<file path="src/rtl/fwd_hazard_ctrl.sv">
// EX-stage forwarding select and front-end stall/flush controller for the 5-stage MIPS core.
// Optional stall performance counter is enabled with `define HAZ_PERF_CNT_EN.
module fwd_hazard_ctrl #(
  parameter int MULDIV_LAT = 4
`ifdef HAZ_PERF_CNT_EN
  , parameter int CNT_W = 16
`endif
) (
  input  logic       clk,
  input  logic       rst,
  input  logic [4:0] Rs_Id,
  input  logic [4:0] Rt_Id,
  input  logic       UsesRt_Id,
  input  logic [4:0] WriteReg_Id,
  input  logic       RegWrite_Id,
  input  logic       MemRead_Id,
  input  logic       MulDiv_Id,
  input  logic       BranchTaken_Ex,
  output logic [1:0] FA,
  output logic [1:0] FB,
  output logic       Stall_PC,
  output logic       Stall_IfId,
  output logic       Flush_IfId,
  output logic       Flush_IdEx
`ifdef HAZ_PERF_CNT_EN
  , output logic [CNT_W-1:0] Stall_Cnt
`endif
);

  localparam logic [1:0] SEL_IDEX = 2'b00;
  localparam logic [1:0] SEL_WB   = 2'b01;
  localparam logic [1:0] SEL_MEM  = 2'b10;
  localparam logic [2:0] CNT_LOAD = (MULDIV_LAT > 1) ? 3'(MULDIV_LAT - 2) : 3'd0;

  typedef enum logic {IDLE, BUSY} state_t;

  state_t     state, state_nxt;
  logic [2:0] cnt, cnt_nxt;

  logic [4:0] ex_rs, ex_rt, ex_wr;
  logic       ex_usesrt, ex_regwr, ex_memrd, ex_muldiv;
  logic [4:0] mem_wr, wb_wr;
  logic       mem_regwr, wb_regwr;

  logic busy;
  logic load_use;
  logic fwd_mem_a, fwd_wb_a, fwd_mem_b, fwd_wb_b;

  assign busy = (state == BUSY);

  // While a mul/div is busy the EX slot is held, so a load there cannot be bubbled out.
  assign load_use = ex_memrd && (ex_wr != 5'd0) && !busy &&
                    ((ex_wr == Rs_Id) || (UsesRt_Id && (ex_wr == Rt_Id)));

  assign fwd_mem_a = mem_regwr && (mem_wr != 5'd0) && (mem_wr == ex_rs);
  assign fwd_wb_a  = wb_regwr  && (wb_wr  != 5'd0) && (wb_wr  == ex_rs);
  assign fwd_mem_b = ex_usesrt && mem_regwr && (mem_wr != 5'd0) && (mem_wr == ex_rt);
  assign fwd_wb_b  = ex_usesrt && wb_regwr  && (wb_wr  != 5'd0) && (wb_wr  == ex_rt);

  always_comb begin
    FA         = SEL_IDEX;
    FB         = SEL_IDEX;
    Stall_PC   = 1'b0;
    Stall_IfId = 1'b0;
    Flush_IfId = 1'b0;
    Flush_IdEx = 1'b0;
    if (rst) begin
      if (fwd_mem_a)     FA = SEL_MEM;
      else if (fwd_wb_a) FA = SEL_WB;
      if (fwd_mem_b)     FB = SEL_MEM;
      else if (fwd_wb_b) FB = SEL_WB;
      // A taken branch discards the stalled instruction anyway, so it wins over load-use.
      Stall_PC   = busy || (load_use && !BranchTaken_Ex);
      Stall_IfId = busy || (load_use && !BranchTaken_Ex);
      Flush_IfId = BranchTaken_Ex;
      Flush_IdEx = BranchTaken_Ex || load_use;
    end
  end

  always_comb begin
    state_nxt = state;
    cnt_nxt   = cnt;
    case (state)
      IDLE: begin
        if (ex_muldiv && !BranchTaken_Ex && (MULDIV_LAT > 1)) begin
          state_nxt = BUSY;
          cnt_nxt   = CNT_LOAD;
        end
      end
      BUSY: begin
        if (cnt == 3'd0) state_nxt = IDLE;
        else             cnt_nxt   = cnt - 3'd1;
      end
      default: begin
        state_nxt = IDLE;
        cnt_nxt   = 3'd0;
      end
    endcase
  end

  always_ff @(posedge clk or negedge rst) begin
    if (!rst) begin
      state <= IDLE;
      cnt   <= 3'd0;
    end else begin
      state <= state_nxt;
      cnt   <= cnt_nxt;
    end
  end

  // Shadow pipeline: MEM gets a bubble while busy; EX bubbles on flush, holds while busy.
  always_ff @(posedge clk or negedge rst) begin
    if (!rst) begin
      ex_rs     <= 5'd0;
      ex_rt     <= 5'd0;
      ex_usesrt <= 1'b0;
      ex_wr     <= 5'd0;
      ex_regwr  <= 1'b0;
      ex_memrd  <= 1'b0;
      ex_muldiv <= 1'b0;
      mem_wr    <= 5'd0;
      mem_regwr <= 1'b0;
      wb_wr     <= 5'd0;
      wb_regwr  <= 1'b0;
    end else begin
      mem_wr    <= busy ? 5'd0 : ex_wr;
      mem_regwr <= busy ? 1'b0 : ex_regwr;
      wb_wr     <= mem_wr;
      wb_regwr  <= mem_regwr;
      if (Flush_IdEx) begin
        ex_rs     <= 5'd0;
        ex_rt     <= 5'd0;
        ex_usesrt <= 1'b0;
        ex_wr     <= 5'd0;
        ex_regwr  <= 1'b0;
        ex_memrd  <= 1'b0;
        ex_muldiv <= 1'b0;
      end else if (!busy) begin
        ex_rs     <= Rs_Id;
        ex_rt     <= Rt_Id;
        ex_usesrt <= UsesRt_Id;
        ex_wr     <= WriteReg_Id;
        ex_regwr  <= RegWrite_Id;
        ex_memrd  <= MemRead_Id;
        ex_muldiv <= MulDiv_Id;
      end
    end
  end

`ifdef HAZ_PERF_CNT_EN
  always_ff @(posedge clk or negedge rst) begin
    if (!rst)
      Stall_Cnt <= '0;
    else if (Stall_PC && (Stall_Cnt != {CNT_W{1'b1}}))
      Stall_Cnt <= Stall_Cnt + 1'b1;
  end
`endif

endmodule

</file>
<file path="config.mk">
export PLATFORM = sky130hd
export DESIGN_NAME = fwd_hazard_ctrl
export DESIGN_NICKNAME = d
export VERILOG_FILES = /design/src/rtl/fwd_hazard_ctrl.sv
export SDC_FILE = /design/constraint.sdc
export NUM_CORES = 1
export LEC_CHECK = 0
export CAP_MARGIN = 20
export CORE_MARGIN = 3
export CORE_UTILIZATION = 30
export CTS_CLUSTER_SIZE = 40
export DETAILED_ROUTE_END_ITERATION = 10
export GPL_TIMING_DRIVEN = 0
export PLACE_DENSITY = 0.49
export SETUP_SLACK_MARGIN = 0.2
export SLEW_MARGIN = 20
export SYNTH_ARGS = -nofsm -noshare
export SYNTH_HDL_FRONTEND = slang
export SYNTH_SLANG_ARGS = --single-unit
</file>
<file path="constraint.sdc">
create_clock -name clk -period 1.74 [get_ports clk]
set_input_delay 0.348 -clock clk [delete_from_list [all_inputs] [get_ports clk]]
set_output_delay 0.348 -clock clk [all_outputs]
set_load 0.01 [all_outputs]
</file>
======== Word-level counts from Yosys, hierarchy flattened ========
Cells that the tools add are included.
word-level totals
  bits in registers ....................... 35
  bits of input ports ..................... 22
  output and inout port bits .............. 8
  logic and storage cells ................. 81
cells by class
  $add $sub $neg .......................... 1
  equality and inequality tests ........... 9
  multiplexer cells ....................... 31
  bitwise logic cells ..................... 1
  reductions and logical operators ........ 26
operators with widths
  kind                 count
  $mux 5               7
  $eq 5x5->1           6
  $logic_and 1x1->1    16
  $mux 1               16
  $reduce_bool 5->1    3
  $mux 2               4
  $mux 3               2
  $ne 2x2->1 const B   3
  $pmux 3 s2           1
  $logic_not 3->1      1
  $logic_or 1x1->1     3
  $sub 3x1->3 const B  1
  $logic_not 1->1      2
  $pmux 1 s2           1
  $reduce_and 2->1     1
  $not 1->1            1

======== Logic depth before layout (Yosys ltp) ========
  depth after elaboration ................. 7
  gate-level depth with buffers ........... 7

======== Worst setup path before layout ========
Ideal clock, no wire load.
  path type ............................... reg2out
  start point ............................. register ex_wr[3]
  end point ............................... output port Stall_PC
  data arrival time ....................... 1.597 ns
  data required time ...................... 1.392 ns
  setup slack ............................. -0.205 ns
  stages on the path, launching flop included .. 6
  path buffers ............................ 1
  path through ............................ dfrtp_1 -> or4_1 -> o211ai_2 -> nor2_1 -> a22o_1 -> buf_4
between the ends
  cells in the longest elaborated chain, start to end .. 7
RTL lines
  element                                                RTL line  RTL
  start: declaration                                     40        logic [4:0] ex_rs, ex_rt, ex_wr;
  start signal: assignment                               142       ex_wr <= WriteReg_Id;
  $eq 5x5->1 or $reduce_bool 5->1 (tied branches)        53, 52
  $logic_and 1x1->1, on equally long branches            53, 52
  $logic_or 1x1->1 or $logic_and 1x1->1 (tied branches)  53, 52
  $logic_and 1x1->1 (*)                                  52        assign load_use = ex_memrd && (ex_wr != 5'd0) && !busy &&
  $logic_and 1x1->1 (*)                                  n/a
  $logic_or 1x1->1 (*)                                   n/a
  $mux 1 (*)                                             n/a
  end: declaration                                       21        output logic Stall_PC,
Mark *: on every way between the ends. The rest lies on a longest branch, timed or not.

======== Final worst setup path ========
  start point ............................. register ex_wr[1]
  end point ............................... output port Flush_IdEx
between the ends
  cells in the longest elaborated chain, start to end .. 6
RTL lines
  element                                                RTL line  RTL
  $eq 5x5->1 or $reduce_bool 5->1 (tied branches)        53, 52
  $logic_and 1x1->1, on equally long branches            53, 52
  $logic_or 1x1->1 or $logic_and 1x1->1 (tied branches)  53, 52
  $logic_and 1x1->1 (*)                                  52
  $logic_or 1x1->1 (*)                                   76        Flush_IdEx = BranchTaken_Ex || load_use;
  $mux 1 (*)                                             67        if (rst) begin
  end: declaration                                       24        output logic Flush_IdEx
Marked as above.

==> flow_metrics.env <==
export IMPL_fmax_ghz=0.441
export IMPL_crit_path_top_delay_cell="or4_4"
export IMPL_worst_setup_path_start_kind="register"
export IMPL_port_buffers=29
export IMPL_cp_num_cells=7
export IMPL_p_leak_nw=1.17
export IMPL_num_antenna_cells=0
export IMPL_cts_max_level=2
export IMPL_fin_skew_ns=0.00782
export IMPL_grt_pass1_wl_microns=8570
export IMPL_hpwl_microns=3450
export IMPL_io_pins=30
export IMPL_cts_tree="yes"
export IMPL_synth_avg_cell_area_sq_um=10.1
export IMPL_final_nets=272
export IMPL_gr_usage_all_layers_pct=15.1
export IMPL_pre_cts_ws_ns=-1.24
export IMPL_hp_class="primary input to async pin"
export IMPL_clkPwrFrac_pct=12.0
export IMPL_place_inst=290
export IMPL_first_pass_iters=4
export IMPL_rows=28
export IMPL_seq_power_share_pct=36.3
export IMPL_setup_violations=26
export IMPL_grt_setup_unrepaired="yes"
export IMPL_gp_congestion=0.781
export IMPL_p_per_area_nw_per_um2=1720
export IMPL_crit_arrival_ns=1.92
export IMPL_pwr_share_comb_pct=51.8
export IMPL_clock_path_buffers=2
export IMPL_finalHoldViolations=0
export IMPL_numClockSinks=35
export IMPL_max_stage_delay_ns=0.53
export IMPL_switching_share_pct=40.2
export IMPL_critPathTopFamily="simple AND/OR/NAND/NOR gates"
export IMPL_post_route_min_period_ns=2.27
export IMPL_fp_dieH_microns=84.8
export IMPL_antenna_found_initial=0
export IMPL_worstSkewPairLatency_ns=0.28
export IMPL_cts_made_buffers=5
export IMPL_intPower_mw=2.79
export IMPL_relSlewSlack_pct=63.8
export IMPL_end_kind="output pin"
export IMPL_wl_per_cell_microns=16.3
export IMPL_critPathKind="register to output pin"
export IMPL_layout_drive_gt1_share_pct=27.7
export IMPL_coreArea_sq_um=5960
export IMPL_clk_pin_slew_ns=0.07
export IMPL_violations="negative setup slack"
export IMPL_p_sw_mw=1.88
export IMPL_cts_root_buf="clkbuf_8"
export IMPL_viasPerCell=5.11
export IMPL_final_area_sq_um=2710
export IMPL_worstRegToRegCells=8
export IMPL_tightest_slew_ns=0.544
export IMPL_setup_ws_ns=-0.528
export IMPL_syn_inst=185
export IMPL_num_vias=1657
export IMPL_syn_nets=209
export IMPL_instances_no_fill=324
export IMPL_path_cells="or4_4 -> o211ai_2 -> buf_4 -> buf_6 -> nor2_2 -> a21o_1 -> buf_2"
export IMPL_drt_wl_total_microns=5290
export IMPL_synth_area_sq_um=1860
export IMPL_critPathRequiredTime_ns=1.39
export IMPL_drt_iter0_markers=73
export IMPL_initial_core_util_pct=31.3
export IMPL_die_area_sq_um=7200
export IMPL_drcViolationCount=0
export IMPL_status="finished, violations left"
export IMPL_syn2layout_area_growth_pct=45.3
export IMPL_period_share_pct=130
export IMPL_die_w_microns=84.8
export IMPL_seq_area_frac_synth_pct=47.0
export IMPL_cap_violations=0
export IMPL_worst_path_max_fanout=2
export IMPL_synthDistinctLibCells=31
export IMPL_fillers=581
export IMPL_first_global_vias=1626
export IMPL_globalRoute_totalOverflow=0
export IMPL_hold_slack_ns=0.0915
export IMPL_crit_buf_inv=3
export IMPL_grt_max_degree=16
export IMPL_place_area_sq_um=2280
export IMPL_yosys_warnings=0
export IMPL_slew_violations=0
export IMPL_synth_seq_cells=35
export IMPL_vdd_drop_max_uv=757
export IMPL_postRouteAntennaNets=0
## power by group through the flow
stage                     logic, mW  registers, mW  clock network, mW
after floorplan                1.37           1.58                  0
after global placement         1.75           1.75                  0
after detailed placement       1.77           1.74                  0
after CTS                      2.20           1.69              0.583
after global routing           2.67           1.74              0.617
final                          2.42           1.69              0.559
## metrics by stage
| step | power, mW | utilization, % | TNS [ns] |
|---|---|---|---|
| after floorplan | 2.94 | - | -0.439 |
| after global placement | 3.50 | 38.1 | -74.33 |
| after detailed placement | 3.51 | 38.3 | -13.55 |
| after CTS | 4.47 | 43.5 | -3.98 |
| after global routing | 5.02 | 45.5 | -6.35 |
| final | 4.67 | 45.5 | -4.51 |
## worst register-to-register path: stages, from the launching register on
cell      delay (ns)
dfrtp_2         0.41
or4_4           0.53
o211ai_2        0.17
buf_4           0.14
buf_4           0.10
buf_6           0.09
buf_6           0.11
a32oi_1         0.08
o21ai_1         0.13
## metal layers
metal	vias to the layer above	wire [microns]	part of all wire (%)	global-route usage, %
met3	8	221	4.2	3.20
met5	-	0	0	0
met4	0	70	1.3	3.60
li1	790	-	-	-
met2	49	2570	49	24.8
met1	810	2430	46	20.6
## area by class of cell
cell class                 count  area, sq um  share of cell area, %
tap                           75         93.8                   3.46
inverter                       4         15.0                  0.554
clock buffer                   5         68.8                   2.54
sequential                    35          880                   32.5
multi-input combinational    134          992                   36.6
clock inverter                 3         15.0                  0.554
timing repair buffer          56          547                   20.2
buffer                        12         97.6                   3.60
## cells by family after synthesis
group | share of synthesized area, %
buffers and inverters | 5.23
adder cells (fa/ha/maj) | 1.34
XOR/XNOR | 14.1
AO/OA/AOI/OAI | 17.9
flip-flops | 47.0
multiplexers | 0.537
AND/OR/NAND/NOR | 14.0
## what timing repair did
action	CTS	global route
setup endpoints to repair	27	26
endpoints found under the hold margin	9	0
pin swaps	6	9
hold buffers	1	0
gates cloned	2	1
buffers inserted	16	6
gates resized for setup	52	17
## cell usage after synthesis
master | instances | area [sq um]
nor3_1 | 4 | 20.0
nor4_1 | 2 | 12.5
nand4_1 | 2 | 12.5
nor2_2 | 1 | 6.26
inv_1 | 4 | 15.0
dfrtp_1 | 35 | 876
nand2b_1 | 1 | 6.26
buf_2 | 2 | 10.0
ha_1 | 2 | 25.0
a21oi_1 | 2 | 10.0
clkbuf_1 | 6 | 22.5
a21o_1 | 2 | 15.0
o211ai_2 | 1 | 12.5
or4_1 | 3 | 22.5
a22o_1 | 1 | 8.76
buf_12 | 1 | 20.0
xnor2_1 | 21 | 184
o22ai_1 | 2 | 12.5
mux2i_1 | 1 | 10.0
a32oi_1 | 19 | 166
buf_6 | 2 | 22.5
o21ai_1 | 1 | 5.00
nand3_1 | 4 | 20.0
nor2b_1 | 7 | 43.8
nor2_1 | 3 | 11.3
o211ai_1 | 1 | 7.51
o21ai_0 | 19 | 95.1
and2_1 | 3 | 18.8
xor2_1 | 9 | 78.8
nand2_1 | 23 | 86.3
buf_4 | 1 | 7.51
## registers in the layout, summed over array words and instances, names as in the netlist
register and cells:
ex_usesrt 1, wb_regwr 1, ex_rs 5, ex_muldiv 1
cnt 3, ex_rt 5, busy 1, mem_regwr 1
wb_wr 5, mem_wr 5, ex_memrd 1, ex_wr 5
ex_regwr 1
## final timing paths
kind                               to  slack (ns)       from
setup / recovery           Flush_IdEx       -0.53   ex_wr[1]
hold / removal                   busy        0.09        rst
setup reg to reg             ex_rs[0]       -0.11   ex_wr[1]
hold reg to reg              wb_regwr        0.44  mem_regwr
max in group asynchronous   mem_wr[4]        0.88        rst
min in group clk             wb_regwr        0.44  mem_regwr
## layout by cell type, fill, tap and decap left out, types with 2 or more instances in the layout
cell,synthesis,layout
a21o_1,2,2
a21oi_1,2,2
a32oi_1,19,15
a32oi_2,0,4
and2_1,3,2
buf_12,1,2
buf_2,2,7
buf_4,1,19
buf_6,2,9
clkbuf_1,6,4
clkbuf_8,0,6
clkdlybuf4s50_1,0,19
clkinv_2,0,3
dfrtp_1,35,32
dfrtp_2,0,3
ha_1,2,2
inv_1,4,4
nand2_1,23,23
nand3_1,4,4
nand4_1,2,2
nor2_1,3,3
nor2b_1,7,7
nor3_2,0,2
o21ai_1,1,19
or4_4,0,2
xnor2_1,21,20
xor2_1,9,9
Power figures use the tool's default switching activity.
